## src/rtl/uart_ack_sender_if.sv

```systemverilog
// uart_ack_sender_if
// Handshake bundle between the external-communication controller and the
// acknowledged UART transmitter.
//   data_in  : byte to send, sampled when the request is accepted
//   send     : request strobe
//   ready    : transmitter idle, a request can be accepted
//   done     : one-cycle pulse, acknowledgement received
//   fail     : one-cycle pulse, retries exhausted
//   attempts : frames sent for the current byte
// Modports: master = controller side, slave = transmitter side.
interface uart_ack_sender_if #(
    parameter int UART_WIDTH = 8,
    parameter int ATT_W      = 3
);
    logic [UART_WIDTH-1:0] data_in;
    logic                  send;
    logic                  ready;
    logic                  done;
    logic                  fail;
    logic [ATT_W-1:0]      attempts;

    modport master (
        output data_in, send,
        input  ready, done, fail, attempts
    );

    modport slave (
        input  data_in, send,
        output ready, done, fail, attempts
    );
endinterface

```

## src/rtl/uart_ack_sender.sv

```systemverilog
// uart_ack_sender
// Serialises one byte onto the GPIO send-data wire, then listens on the
// send-ack wire for the acknowledgement byte from the external FPGA. A
// missing acknowledgement triggers a retransmission of the latched byte, up
// to RETRANSMIT_COUNT extra frames.
// Ports:
//   clk  : single clock, posedge
//   rstN : synchronous active-low reset
//   bus  : controller handshake (data_in, send, ready, done, fail, attempts)
//   tx   : UART output, idles high
//   rx   : asynchronous UART input from the far end
//
// state      | meaning
// -----------+---------------------------------------------------------
// IDLE       | ready high, waiting for an accepted send
// TX_START   | driving the start bit
// TX_DATA    | driving data bits, LSB first
// TX_STOP    | driving the stop bit
// WAIT_ACK   | timeout timer running, acknowledgement receiver armed
module uart_ack_sender #(
    parameter int                    CLK_FREQ         = 50_000_000,
    parameter int                    BAUD_RATE        = 230400,
    parameter int                    UART_WIDTH       = 8,
    parameter int                    RETRANSMIT_COUNT = 5,
    parameter int                    ACK_TIMEOUT      = 1,
    parameter logic [UART_WIDTH-1:0] ACK_BYTE         = UART_WIDTH'(8'b11001100)
) (
    input  logic              clk,
    input  logic              rstN,
    uart_ack_sender_if.slave  bus,
    output logic              tx,
    input  logic              rx
);

    localparam int BAUD_DIV    = CLK_FREQ / BAUD_RATE;
    localparam int HALF_DIV    = BAUD_DIV / 2;
    localparam int TIMEOUT_CYC = ACK_TIMEOUT * CLK_FREQ / 1000;
    localparam int BAUD_W      = $clog2(BAUD_DIV + 1);
    localparam int TMR_W       = $clog2(TIMEOUT_CYC + 1);
    localparam int BIT_W       = (UART_WIDTH > 1) ? $clog2(UART_WIDTH) : 1;
    localparam int ATT_W       = $clog2(RETRANSMIT_COUNT + 2);

    localparam logic [BAUD_W-1:0] BAUD_LOAD = BAUD_W'(BAUD_DIV - 1);
    localparam logic [BAUD_W-1:0] HALF_LOAD = BAUD_W'(HALF_DIV - 1);
    localparam logic [TMR_W-1:0]  TMR_LOAD  = TMR_W'(TIMEOUT_CYC - 1);
    localparam logic [BIT_W-1:0]  LAST_BIT  = BIT_W'(UART_WIDTH - 1);
    localparam logic [ATT_W-1:0]  ATT_ONE   = ATT_W'(1);
    localparam logic [ATT_W-1:0]  ATT_MAX   = ATT_W'(RETRANSMIT_COUNT + 1);

    localparam logic [2:0] S_IDLE     = 3'd0;
    localparam logic [2:0] S_TX_START = 3'd1;
    localparam logic [2:0] S_TX_DATA  = 3'd2;
    localparam logic [2:0] S_TX_STOP  = 3'd3;
    localparam logic [2:0] S_WAIT_ACK = 3'd4;

    localparam logic [1:0] R_HUNT  = 2'd0;
    localparam logic [1:0] R_START = 2'd1;
    localparam logic [1:0] R_DATA  = 2'd2;
    localparam logic [1:0] R_STOP  = 2'd3;

    logic [2:0]            state;
    logic                  send_r;
    logic [UART_WIDTH-1:0] data_r;
    logic [UART_WIDTH-1:0] data_lat;
    logic [UART_WIDTH-1:0] tx_shift;
    logic [BAUD_W-1:0]     tx_cnt;
    logic [BIT_W-1:0]      tx_bit;
    logic                  tx_q;
    logic [TMR_W-1:0]      tmr;
    logic [ATT_W-1:0]      attempts_q;
    logic                  done_q;
    logic                  fail_q;

    logic                  rx_meta;
    logic                  rx_sync;
    logic                  rx_prev;
    logic [1:0]            rx_state;
    logic [BAUD_W-1:0]     rx_cnt;
    logic [BIT_W-1:0]      rx_bit;
    logic [UART_WIDTH-1:0] rx_shift;

    logic                  rx_fall;
    logic                  ack_hit;
    logic                  timeout;

    assign rx_fall = rx_prev & ~rx_sync;

    // Stop-bit sample of a frame holding the acknowledgement value.
    assign ack_hit = (rx_state == R_STOP) && (rx_cnt == '0) && rx_sync &&
                     (rx_shift == ACK_BYTE);

    // Terminal count is held while a receive frame is in flight, so the
    // timeout only acts once that frame has resolved.
    assign timeout = (tmr == '0) && (rx_state == R_HUNT);

    assign bus.ready    = (state == S_IDLE);
    assign bus.done     = done_q;
    assign bus.fail     = fail_q;
    assign bus.attempts = attempts_q;
    assign tx           = tx_q;

    always_ff @(posedge clk) begin
        if (!rstN) begin
            state      <= S_IDLE;
            send_r     <= 1'b0;
            data_r     <= '0;
            data_lat   <= '0;
            tx_shift   <= '0;
            tx_cnt     <= '0;
            tx_bit     <= '0;
            tx_q       <= 1'b1;
            tmr        <= '0;
            attempts_q <= '0;
            done_q     <= 1'b0;
            fail_q     <= 1'b0;
        end else begin
            done_q <= 1'b0;
            fail_q <= 1'b0;

            // Request is registered first; the frame starts one cycle later.
            // Qualifying with IDLE keeps a busy-time strobe from leaking
            // into the next IDLE cycle.
            send_r <= bus.send && (state == S_IDLE);
            if (bus.send && (state == S_IDLE)) begin
                data_r <= bus.data_in;
            end

            case (state)
                S_IDLE: begin
                    if (send_r) begin
                        data_lat   <= data_r;
                        tx_shift   <= data_r;
                        attempts_q <= ATT_ONE;
                        tx_q       <= 1'b0;
                        tx_cnt     <= BAUD_LOAD;
                        state      <= S_TX_START;
                    end
                end

                S_TX_START: begin
                    if (tx_cnt == '0) begin
                        tx_q   <= tx_shift[0];
                        tx_bit <= '0;
                        tx_cnt <= BAUD_LOAD;
                        state  <= S_TX_DATA;
                    end else begin
                        tx_cnt <= tx_cnt - 1'b1;
                    end
                end

                S_TX_DATA: begin
                    if (tx_cnt == '0) begin
                        tx_cnt <= BAUD_LOAD;
                        if (tx_bit == LAST_BIT) begin
                            tx_q  <= 1'b1;
                            state <= S_TX_STOP;
                        end else begin
                            tx_q     <= tx_shift[1];
                            tx_shift <= tx_shift >> 1;
                            tx_bit   <= tx_bit + 1'b1;
                        end
                    end else begin
                        tx_cnt <= tx_cnt - 1'b1;
                    end
                end

                S_TX_STOP: begin
                    if (tx_cnt == '0) begin
                        tmr   <= TMR_LOAD;
                        state <= S_WAIT_ACK;
                    end else begin
                        tx_cnt <= tx_cnt - 1'b1;
                    end
                end

                S_WAIT_ACK: begin
                    if (tmr != '0) begin
                        tmr <= tmr - 1'b1;
                    end
                    if (ack_hit) begin
                        done_q <= 1'b1;
                        state  <= S_IDLE;
                    end else if (timeout) begin
                        if (attempts_q == ATT_MAX) begin
                            fail_q <= 1'b1;
                            state  <= S_IDLE;
                        end else begin
                            attempts_q <= attempts_q + 1'b1;
                            tx_shift   <= data_lat;
                            tx_q       <= 1'b0;
                            tx_cnt     <= BAUD_LOAD;
                            state      <= S_TX_START;
                        end
                    end
                end

                default: begin
                    tx_q  <= 1'b1;
                    state <= S_IDLE;
                end
            endcase
        end
    end

    // Acknowledgement receiver. Only the synchronised copy of rx is used;
    // outside WAIT_ACK the receiver is parked in HUNT.
    always_ff @(posedge clk) begin
        if (!rstN) begin
            rx_meta  <= 1'b1;
            rx_sync  <= 1'b1;
            rx_prev  <= 1'b1;
            rx_state <= R_HUNT;
            rx_cnt   <= '0;
            rx_bit   <= '0;
            rx_shift <= '0;
        end else begin
            rx_meta <= rx;
            rx_sync <= rx_meta;
            rx_prev <= rx_sync;

            if (state != S_WAIT_ACK) begin
                rx_state <= R_HUNT;
                rx_cnt   <= '0;
                rx_bit   <= '0;
            end else begin
                case (rx_state)
                    R_HUNT: begin
                        if (rx_fall) begin
                            rx_cnt   <= HALF_LOAD;
                            rx_state <= R_START;
                        end
                    end

                    R_START: begin
                        if (rx_cnt == '0) begin
                            if (rx_sync) begin
                                rx_state <= R_HUNT;
                            end else begin
                                rx_cnt   <= BAUD_LOAD;
                                rx_bit   <= '0;
                                rx_state <= R_DATA;
                            end
                        end else begin
                            rx_cnt <= rx_cnt - 1'b1;
                        end
                    end

                    R_DATA: begin
                        if (rx_cnt == '0) begin
                            rx_shift <= {rx_sync, rx_shift[UART_WIDTH-1:1]};
                            rx_cnt   <= BAUD_LOAD;
                            if (rx_bit == LAST_BIT) begin
                                rx_state <= R_STOP;
                            end else begin
                                rx_bit <= rx_bit + 1'b1;
                            end
                        end else begin
                            rx_cnt <= rx_cnt - 1'b1;
                        end
                    end

                    R_STOP: begin
                        // Good or framing error, the frame is finished here;
                        // the main FSM has already acted on a matching byte.
                        if (rx_cnt == '0) begin
                            rx_state <= R_HUNT;
                        end else begin
                            rx_cnt <= rx_cnt - 1'b1;
                        end
                    end

                    default: rx_state <= R_HUNT;
                endcase
            end
        end
    end

endmodule

```

## src/flat_wrapper.sv

```systemverilog
// flat-port wrapper written by rule: the top's interface ports become plain ports
module uart_ack_sender_flat 
#(
    parameter int                    CLK_FREQ         = 50_000_000,
    parameter int                    BAUD_RATE        = 230400,
    parameter int                    UART_WIDTH       = 8,
    parameter int                    RETRANSMIT_COUNT = 5,
    parameter int                    ACK_TIMEOUT      = 1,
    parameter logic [UART_WIDTH-1:0] ACK_BYTE         = UART_WIDTH'(8'b11001100)
)
  (clk, rstN, tx, rx, bus_data_in, bus_send, bus_ready, bus_done, bus_fail, bus_attempts);
  uart_ack_sender_if #(.UART_WIDTH(UART_WIDTH), .ATT_W(3)) bus_i ();
  input  logic clk;
  input  logic rstN;
  output logic tx;
  input  logic rx;
  input wire logic [$bits(bus_i.data_in)-1:0] bus_data_in;
  input wire logic [$bits(bus_i.send)-1:0] bus_send;
  output wire logic [$bits(bus_i.ready)-1:0] bus_ready;
  output wire logic [$bits(bus_i.done)-1:0] bus_done;
  output wire logic [$bits(bus_i.fail)-1:0] bus_fail;
  output wire logic [$bits(bus_i.attempts)-1:0] bus_attempts;
  assign bus_i.data_in = bus_data_in;
  assign bus_i.send = bus_send;
  assign bus_ready = bus_i.ready;
  assign bus_done = bus_i.done;
  assign bus_fail = bus_i.fail;
  assign bus_attempts = bus_i.attempts;
  uart_ack_sender #(.CLK_FREQ(CLK_FREQ), .BAUD_RATE(BAUD_RATE), .UART_WIDTH(UART_WIDTH), .RETRANSMIT_COUNT(RETRANSMIT_COUNT), .ACK_TIMEOUT(ACK_TIMEOUT), .ACK_BYTE(ACK_BYTE)) u_core (.clk(clk), .rstN(rstN), .bus(bus_i), .tx(tx), .rx(rx));
endmodule
```

## config.mk

```make
export PLATFORM = sky130hd
export DESIGN_NAME = uart_ack_sender_flat
export DESIGN_NICKNAME = d
export VERILOG_FILES = /design/src/rtl/uart_ack_sender_if.sv /design/src/rtl/uart_ack_sender.sv /design/src/flat_wrapper.sv
export SDC_FILE = /design/constraint.sdc
export NUM_CORES = 1
export LEC_CHECK = 0
export BUFFER_PORTS_ARGS = -buffer_cell sky130_fd_sc_hd__buf_2
export CAP_MARGIN = 15
export CORE_MARGIN = 2
export CORE_UTILIZATION = 66
export DETAILED_ROUTE_END_ITERATION = 10
export PLACE_DENSITY = 0.85
export SLEW_MARGIN = 20
export SYNTH_ARGS = -nofsm -noshare
export SYNTH_HDL_FRONTEND = slang
export SYNTH_SLANG_ARGS = --single-unit
export TNS_END_PERCENT = 30
```

## constraint.sdc

```tcl
create_clock -name clk -period 6.7 [get_ports clk]
set_input_delay 0.67 -clock clk [delete_from_list [all_inputs] [get_ports clk]]
set_output_delay 0.67 -clock clk [all_outputs]
set_load 0.01 [all_outputs]
```

==> summary.txt, run 1 <==
Status
  • Outcome: finished, final reports clean

Finish
  • Multi-input gate area: roughly 0.0026 mm^2
  • Fillcell total: 530
  • Inserted Diodes: 0
  • Final nets: around 560
  • Fin cells: between 600 and 700
  • Share of layout cells above drive strength 1: 0.102
  • Sequential Area: 0.00170 mm^2
  • Synthesis-to-layout area growth: 6.51%

Yosys
  • Area fraction of the dominant cell type after synthesis: 0.381
  • Synth Area in Compound Gates: 0.238
  • Seq/Total Area, Yosys: 0.381
  • Cells after Synth: 529
  • Syn avg cell area: between 8 and 9 um^2
  • Leading area contributor after synthesis: dfxtp_1
  • Synth area leaders: dfxtp_1, nand2_1, a21oi_1
  • Syn. warnings: 0
  • EDFF count, synth: 0
  • Xor and xnor area share after synthesis: 0.0137
  • Synth unique cells: 69
  • Simple-gate portion of the synthesized area: 0.242
  • Post-Synth Adder-Cell Area: 0.0449
  • Yosys reg bits: 85
  • Synthesized area: around 0.0045 mm^2
  • Top FF cell, synth: dfxtp_1
  • Mux contribution to synthesized area: 0.0429
  • Syn Nets: about 560
  • Combinational family with the most area after synthesis: simple AND/OR/NAND/NOR gates
  • Ys async rst share: 0

Clocking
  • Clk_lat worst skew: around 0.35 ns
  • Resized Gates After CTS: 0
  • Post-CTS setup buffer count: 0
  • Clock-pin slew on the worst setup and hold paths: ~0.09 ns
  • Max H-tree Level: 3
  • CTS tree: built
  • CTS root buf: clkbuf_8
  • CTS buffer count: 9
  • Clock Sinks: between 80 and 90
  • Longest Clk Path Bufs: 2
  • Post-CTS Hold Fix Bufs: 0

Global route
  • Total gr overflow: 0
  • First-pass GRT wire length: roughly 17 mm
  • GRT Util Overall: 0.281
  • Vias in the first global route: about 3800
  • Largest net degree at the start of global routing: 32
  • Antenna violations before repair: 0

Route
  • 1st-iter DRT viols: ~250
  • Via count: 3984
  • Drt first pass iters: 5
  • Routed len/inst: between 15 and 20 um
  • # DRC: 0
  • Antenna-violating nets left: 0
  • Vias per cell: 6.47
  • WL final: 9.79 mm

STA
  • FMAX: 330 MHz
  • Pins Over Slew Limit: 0
  • Hold slack: 0.460 ns
  • Tcrit/Tclk final: 0.452
  • Slew @ Worst Pin: ~1.0 ns
  • Worst rel slew slack: 0.335
  • Min Clock Period, post-route: between 3 and 4 ns
  • Total negative slack: 0 ns
  • RSZ-0062 raised after global routing: no
  • Final Hold Viols: 0
  • Final number of setup-violating endpoints: 0
  • Clk_skew: 0.0123 ns

Critical path
  • Terminus of the critical flop-to-flop path: u_core.tmr[5]
  • Crit path max fanout: 18
  • Critical path launch point: u_core.state[2]
  • Flop2flop setup slack: ~3.7 ns
  • Required @ worst endpoint: roughly 7 ns
  • Crit start category: flop
  • Arr. time, crit path: between 3 and 4 ns
  • Worst r2r path cells: 5
  • R2R Path Start: u_core.state[2]
  • Worst Setup End Kind: flop
  • Type of the worst setup path: reg -> reg

Die
  • Die Height: 86.2 um
  • Die ar.: between 0.007 and 0.008 mm^2
  • Io pins: 19
  • Core ar.: ~0.0065 mm^2
  • Starting density of the core: 0.691
  • FP Rows: 29
  • Chip width: around 86 um

Run
  • Max_cap viols: 0

Min path
  • Worst Hold Depth: 2
  • Hold crit path type: reg -> reg
  • Hold Crit Endpoint: u_core.data_lat[5]
  • Hold path start: u_core.data_lat[5]

Pwr
  • Pleak: 1.80 nW
  • Cell area power density: 417 mW/mm^2
  • Final Total Pwr: approximately 2.0 mW
  • Peak VDD IR: between 200 and 300 uV

Placement
  • Routability Congestion: ~0.90
  • IO buf count: 18
  • Hpwl dp: 6.88 mm
  • Placed cell count: 600
-- worst max-delay path, cell delays in order, from the launching register on --
cell     delay [ns]
dfxtp_1        0.67
inv_1          0.38
nor2_1         0.63
a21oi_1        0.47
or4_1          0.59
a21oi_1        0.20
-- cell type report --
type	instances	share of cell area
inverters	17	0.0134
well taps	77	0.0203
flip-flops and latches	85	0.358
repair buffers	20	0.0221
clock inverters	4	0.0100
multi-input cells	401	0.545
clock buffers	12	0.0306
-- report_power, final --
part / internal [mW] / total (mW) / switching [mW]
Clock: 0.182 / 0.365 / 0.183
Combinational: 0.347 / 0.919 / 0.572
Sequential: 0.589 / 0.698 / 0.109
-- cells by family after synthesis --
group                    after synthesis
AND/OR/NAND/NOR                      203
adder cells (fa/ha/maj)               16
buffers and inverters                 43
AO/OA/AOI/OAI                        156
multiplexers                          19
XOR/XNOR                               7
flip-flops                            85
-- state kept, by name, summed over array words and instances (netlist names), 3 cells and up, named ones only --
signal / flops
u_core.tmr: 16
u_core.data_lat: 8
u_core.rx_cnt: 8
u_core.tx_bit: 3
u_core.bus.attempts: 3
u_core.data_r: 8
u_core.tx_cnt: 8
u_core.tx_shift: 8
u_core.rx_shift: 8
u_core.rx_bit: 3
u_core.state: 3
-- worst max path at each step --
| stage | slack, ns | to | cells after the start |
|---|---|---|---|
| after detailed placement | 3.75 | u_core.tmr[15] | 5 |
| after CTS | 3.73 | u_core.tmr[15] | 5 |
| final | 3.67 | u_core.tmr[5] | 5 |
| after global placement | 3.88 | u_core.tmr[14] | 5 |
| after global routing | 3.38 | u_core.tmr[15] | 5 |
| after floorplan | 4.42 | u_core.tx_shift[7] | 8 |
-- cells in the mapped netlist (3+ instances only) --
| cell type | count |
|---|---|
| nand4_1 | 6 |
| nand2b_1 | 6 |
| inv_1 | 17 |
| o41ai_1 | 3 |
| a31oi_1 | 6 |
| o21a_1 | 4 |
| a22oi_1 | 18 |
| a211oi_1 | 11 |
| or4_1 | 7 |
| a21o_1 | 5 |
| nor3_1 | 17 |
| nand3_1 | 13 |
| ha_1 | 16 |
| nor2_1 | 32 |
| and2_1 | 5 |
| a21oi_1 | 49 |
| dfxtp_1 | 85 |
| or3_1 | 7 |
| clkbuf_1 | 22 |
| o21ai_0 | 27 |
| mux2i_1 | 18 |
| nor4b_1 | 5 |
| nor4_1 | 6 |
| xor2_1 | 6 |
| or2_2 | 3 |
| nand2_1 | 72 |
| o31ai_1 | 9 |
| o21bai_1 | 3 |
-- metrics by stage --
stage,area (um^2),worst slack [ns],util
after floorplan,4460,4.42,-
after global placement,4560,3.88,0.706
after detailed placement,4560,3.75,0.706
after CTS,4750,3.73,0.736
after global routing,4750,3.38,0.736
final,4750,3.67,0.736
-- per-layer routing --
metal	GRT usage	wire, um	vias up
met2	0.477	4830	113
met1	0.352	4350	1893
met3	0.0552	403	21
met5	0	0	-
met4	0.114	206	0
li1	-	-	1957
-- cell usage in the layout (no fill, tap or decap), types with 6 or more instances in the layout --
cell type | netlist | routed
inv_1 | 17 | 17
nor4_1 | 6 | 6
a31oi_1 | 6 | 6
or3_1 | 7 | 7
a21oi_1 | 49 | 49
or4_1 | 7 | 7
clkbuf_8 | 0 | 10
a211oi_1 | 11 | 11
o31ai_1 | 9 | 9
nor2_1 | 32 | 32
xor2_1 | 6 | 6
mux2i_1 | 18 | 18
nand4_1 | 6 | 6
dfxtp_1 | 85 | 85
buf_2 | 2 | 18
nand2b_1 | 6 | 6
ha_1 | 16 | 16
nand3_1 | 13 | 13
a22oi_1 | 18 | 18
nor3_1 | 17 | 17
nand2_1 | 72 | 72
o21ai_0 | 27 | 26
Note: power is estimated with default switching activity, not from simulation.
==> run 2: changes to the inputs <==
--- a/config.mk
+++ b/config.mk
@@ -8,9 +8,9 @@
 export BUFFER_PORTS_ARGS = -buffer_cell sky130_fd_sc_hd__buf_2
 export CAP_MARGIN = 15
 export CORE_MARGIN = 2
-export CORE_UTILIZATION = 66
+export CORE_UTILIZATION = 56
 export DETAILED_ROUTE_END_ITERATION = 10
-export PLACE_DENSITY = 0.85
+export PLACE_DENSITY = 0.76
 export SLEW_MARGIN = 20
 export SYNTH_ARGS = -nofsm -noshare
 export SYNTH_HDL_FRONTEND = slang
==> constraint.sdc (replaced) <==
create_clock -name clk -period 2.5 [get_ports clk]
set_input_delay 0.25 -clock clk [delete_from_list [all_inputs] [get_ports clk]]
set_output_delay 0.25 -clock clk [all_outputs]
set_load 0.01 [all_outputs]
==> summary.txt, run 2 (synthesis results as in run 1) <==
Pwr
  • Cell area power density: 1130 mW/mm^2
  • Peak VDD IR: 504 uV
  • Final Total Pwr: roughly 5.6 mW
  • Pleak: 1.92 nW

Global route
  • First-pass GRT wire length: 16.8 mm
  • Vias in the first global route: 3655
  • GRT Util Overall: 0.235
  • Total gr overflow: 0
  • Largest net degree at the start of global routing: 36
  • Antenna violations before repair: 0

Min path
  • Hold path start: rx
  • Worst Hold Depth: 2
  • Hold Crit Endpoint: u_core.rx_meta
  • Hold crit path type: in -> reg

Clocking
  • Clock-pin slew on the worst setup and hold paths: 0.09 ns
  • Post-CTS setup buffer count: 0
  • Longest Clk Path Bufs: 2
  • CTS tree: built
  • Clk_lat worst skew: between 0.3 and 0.4 ns
  • CTS root buf: clkbuf_8
  • CTS buffer count: 9
  • Max H-tree Level: 3
  • Clock Sinks: 85

Critical path
  • R2R Path Start: u_core.rx_cnt[0]
  • Type of the worst setup path: reg -> reg
  • Worst r2r path cells: 8
  • Arr. time, crit path: approximately 2.6 ns
  • Worst Setup End Kind: flop
  • Terminus of the critical flop-to-flop path: u_core.tx_cnt[4]
  • Flop2flop setup slack: roughly 0.14 ns
  • Crit start category: flop
  • Required @ worst endpoint: 2.75 ns
  • Crit path max fanout: 8

Finish
  • Share of layout cells above drive strength 1: 0.148
  • Final Instance Area: 0.00498 mm^2
  • Max reg flops: 16
  • Final nets: roughly 600
  • Inserted Diodes: 0
  • Synthesis-to-layout area growth: 11.7%
  • Most frequent cells in the layout: dfxtp_1, nand2_1, a21oi_1
  • Most common cell after layout, fill and taps aside: dfxtp_1
  • Biggest register: u_core.tmr

STA
  • Clk_skew: about 0.011 ns
  • FMAX: about 420 MHz
  • Worst rel slew slack: 0.430
  • Final Hold Viols: 0
  • Final number of setup-violating endpoints: 0
  • Total negative slack: 0 ns
  • Min Clock Period, post-route: around 2.4 ns
  • Tcrit/Tclk final: 0.944
  • Pins Over Slew Limit: 0
  • RSZ-0062 raised after global routing: no
  • Slew @ Worst Pin: approximately 0.85 ns

Route
  • # DRC: 0
  • Drt first pass iters: 4
  • 1st-iter DRT viols: ~220
  • Via count: 4000
  • Routed len/inst: between 10 and 15 um
  • Antenna-violating nets left: 0
  • WL final: 9.63 mm
  • Vias per cell: 6.03

Die
  • FP Rows: 32
  • Die Height: ~93 um
  • Die ar.: about 0.0087 mm^2
  • Core ar.: 0.00773 mm^2
  • Io pins: 19
  • Starting density of the core: 0.577
  • Chip width: 93.3 um

Placement
  • Placed cell area: roughly 0.0048 mm^2
  • Hpwl dp: roughly 6.8 mm
  • IO buf count: 18
  • Routability Congestion: ~0.92

Status
  • Outcome: finished, final reports clean

Run
  • Max_cap viols: 0
==> run 2: changes by cell type in the layout (fill, tap and decap cells not counted), moves of 2 or more <==
| cell | previous run | this run |
|---|---|---|
| nor4b_2 | 0 | 2 |
| inv_6 | 0 | 3 |
| buf_4 | 2 | 24 |
| nor4b_1 | 5 | 3 |
| clkbuf_1 | 2 | 0 |
==> run 2: area by class of cell <==
class                           count  area, um^2
Clock inverter                      6        68.8
Timing Repair Buffer               42         270
Tap cell                          102         128
Multi-Input combinational cell    401        2610
Sequential cell                    85        1700
Clock buffer                       10         138
Inverter                           17        63.8
Fill cell                         667        2750
==> run 2: routing by layer <==
metal	part of all wire	GRT usage	vias up
li1	-	-	2006
met5	0	0	-
met3	0.038	0.0314	15
met2	0.48	0.387	97
met4	0.017	0.0895	0
met1	0.47	0.314	1882
==> run 2: power by group <==
| group | switching [mW] | internal [mW] | total (mW) |
|---|---|---|---|
| combinational | 1.63 | 1.16 | 2.79 |
| clock | 0.517 | 0.498 | 1.02 |
| sequential | 0.243 | 1.58 | 1.82 |
| total | 2.39 | 3.24 | 5.62 |
==> run 2: repair_timing <==
item	in CTS	in global routing
hold buffers	0	0
gates resized for setup	0	4
endpoints found under the setup margin	0	16
==> run 2: per-stage QoR <==
step	hold slack [ns]	std cells	utilization	setup slack (ns)
2_1_floorplan	0.351	529	-	0.215
3_3_place_gp	0.392	647	0.615	0.127
3_5_place_dp	0.401	647	0.615	0.0759
4_1_cts	0.0976	663	0.642	0.0283
5_1_grt	0.108	663	0.645	0.00200
6_report	0.109	663	0.645	0.140
==> run 2: worst max-delay path by stage <==
stage | from | end | slack (ns)
floorplan | u_core.rx_cnt[0] | u_core.tx_shift[7] | 0.22
global placement | u_core.rx_state[0] | u_core.tx_cnt[6] | 0.13
detailed placement | u_core.rx_state[0] | u_core.tx_cnt[4] | 0.08
CTS | u_core.rx_state[0] | u_core.tx_cnt[4] | 0.03
global route | u_core.rx_cnt[0] | u_core.tx_cnt[6] | 0.002
finish | u_core.rx_cnt[0] | u_core.tx_cnt[4] | 0.14
==> run 2: worst max-delay path, stage by stage (launching register included) <==
cell and delay (ns):
dfxtp_1 0.40, inv_1 0.08, ha_1 0.25, or4b_4 0.27, nor4_4 0.04, buf_4 0.18, a2111oi_4 0.46, o221ai_4 0.23
o41ai_1 0.34
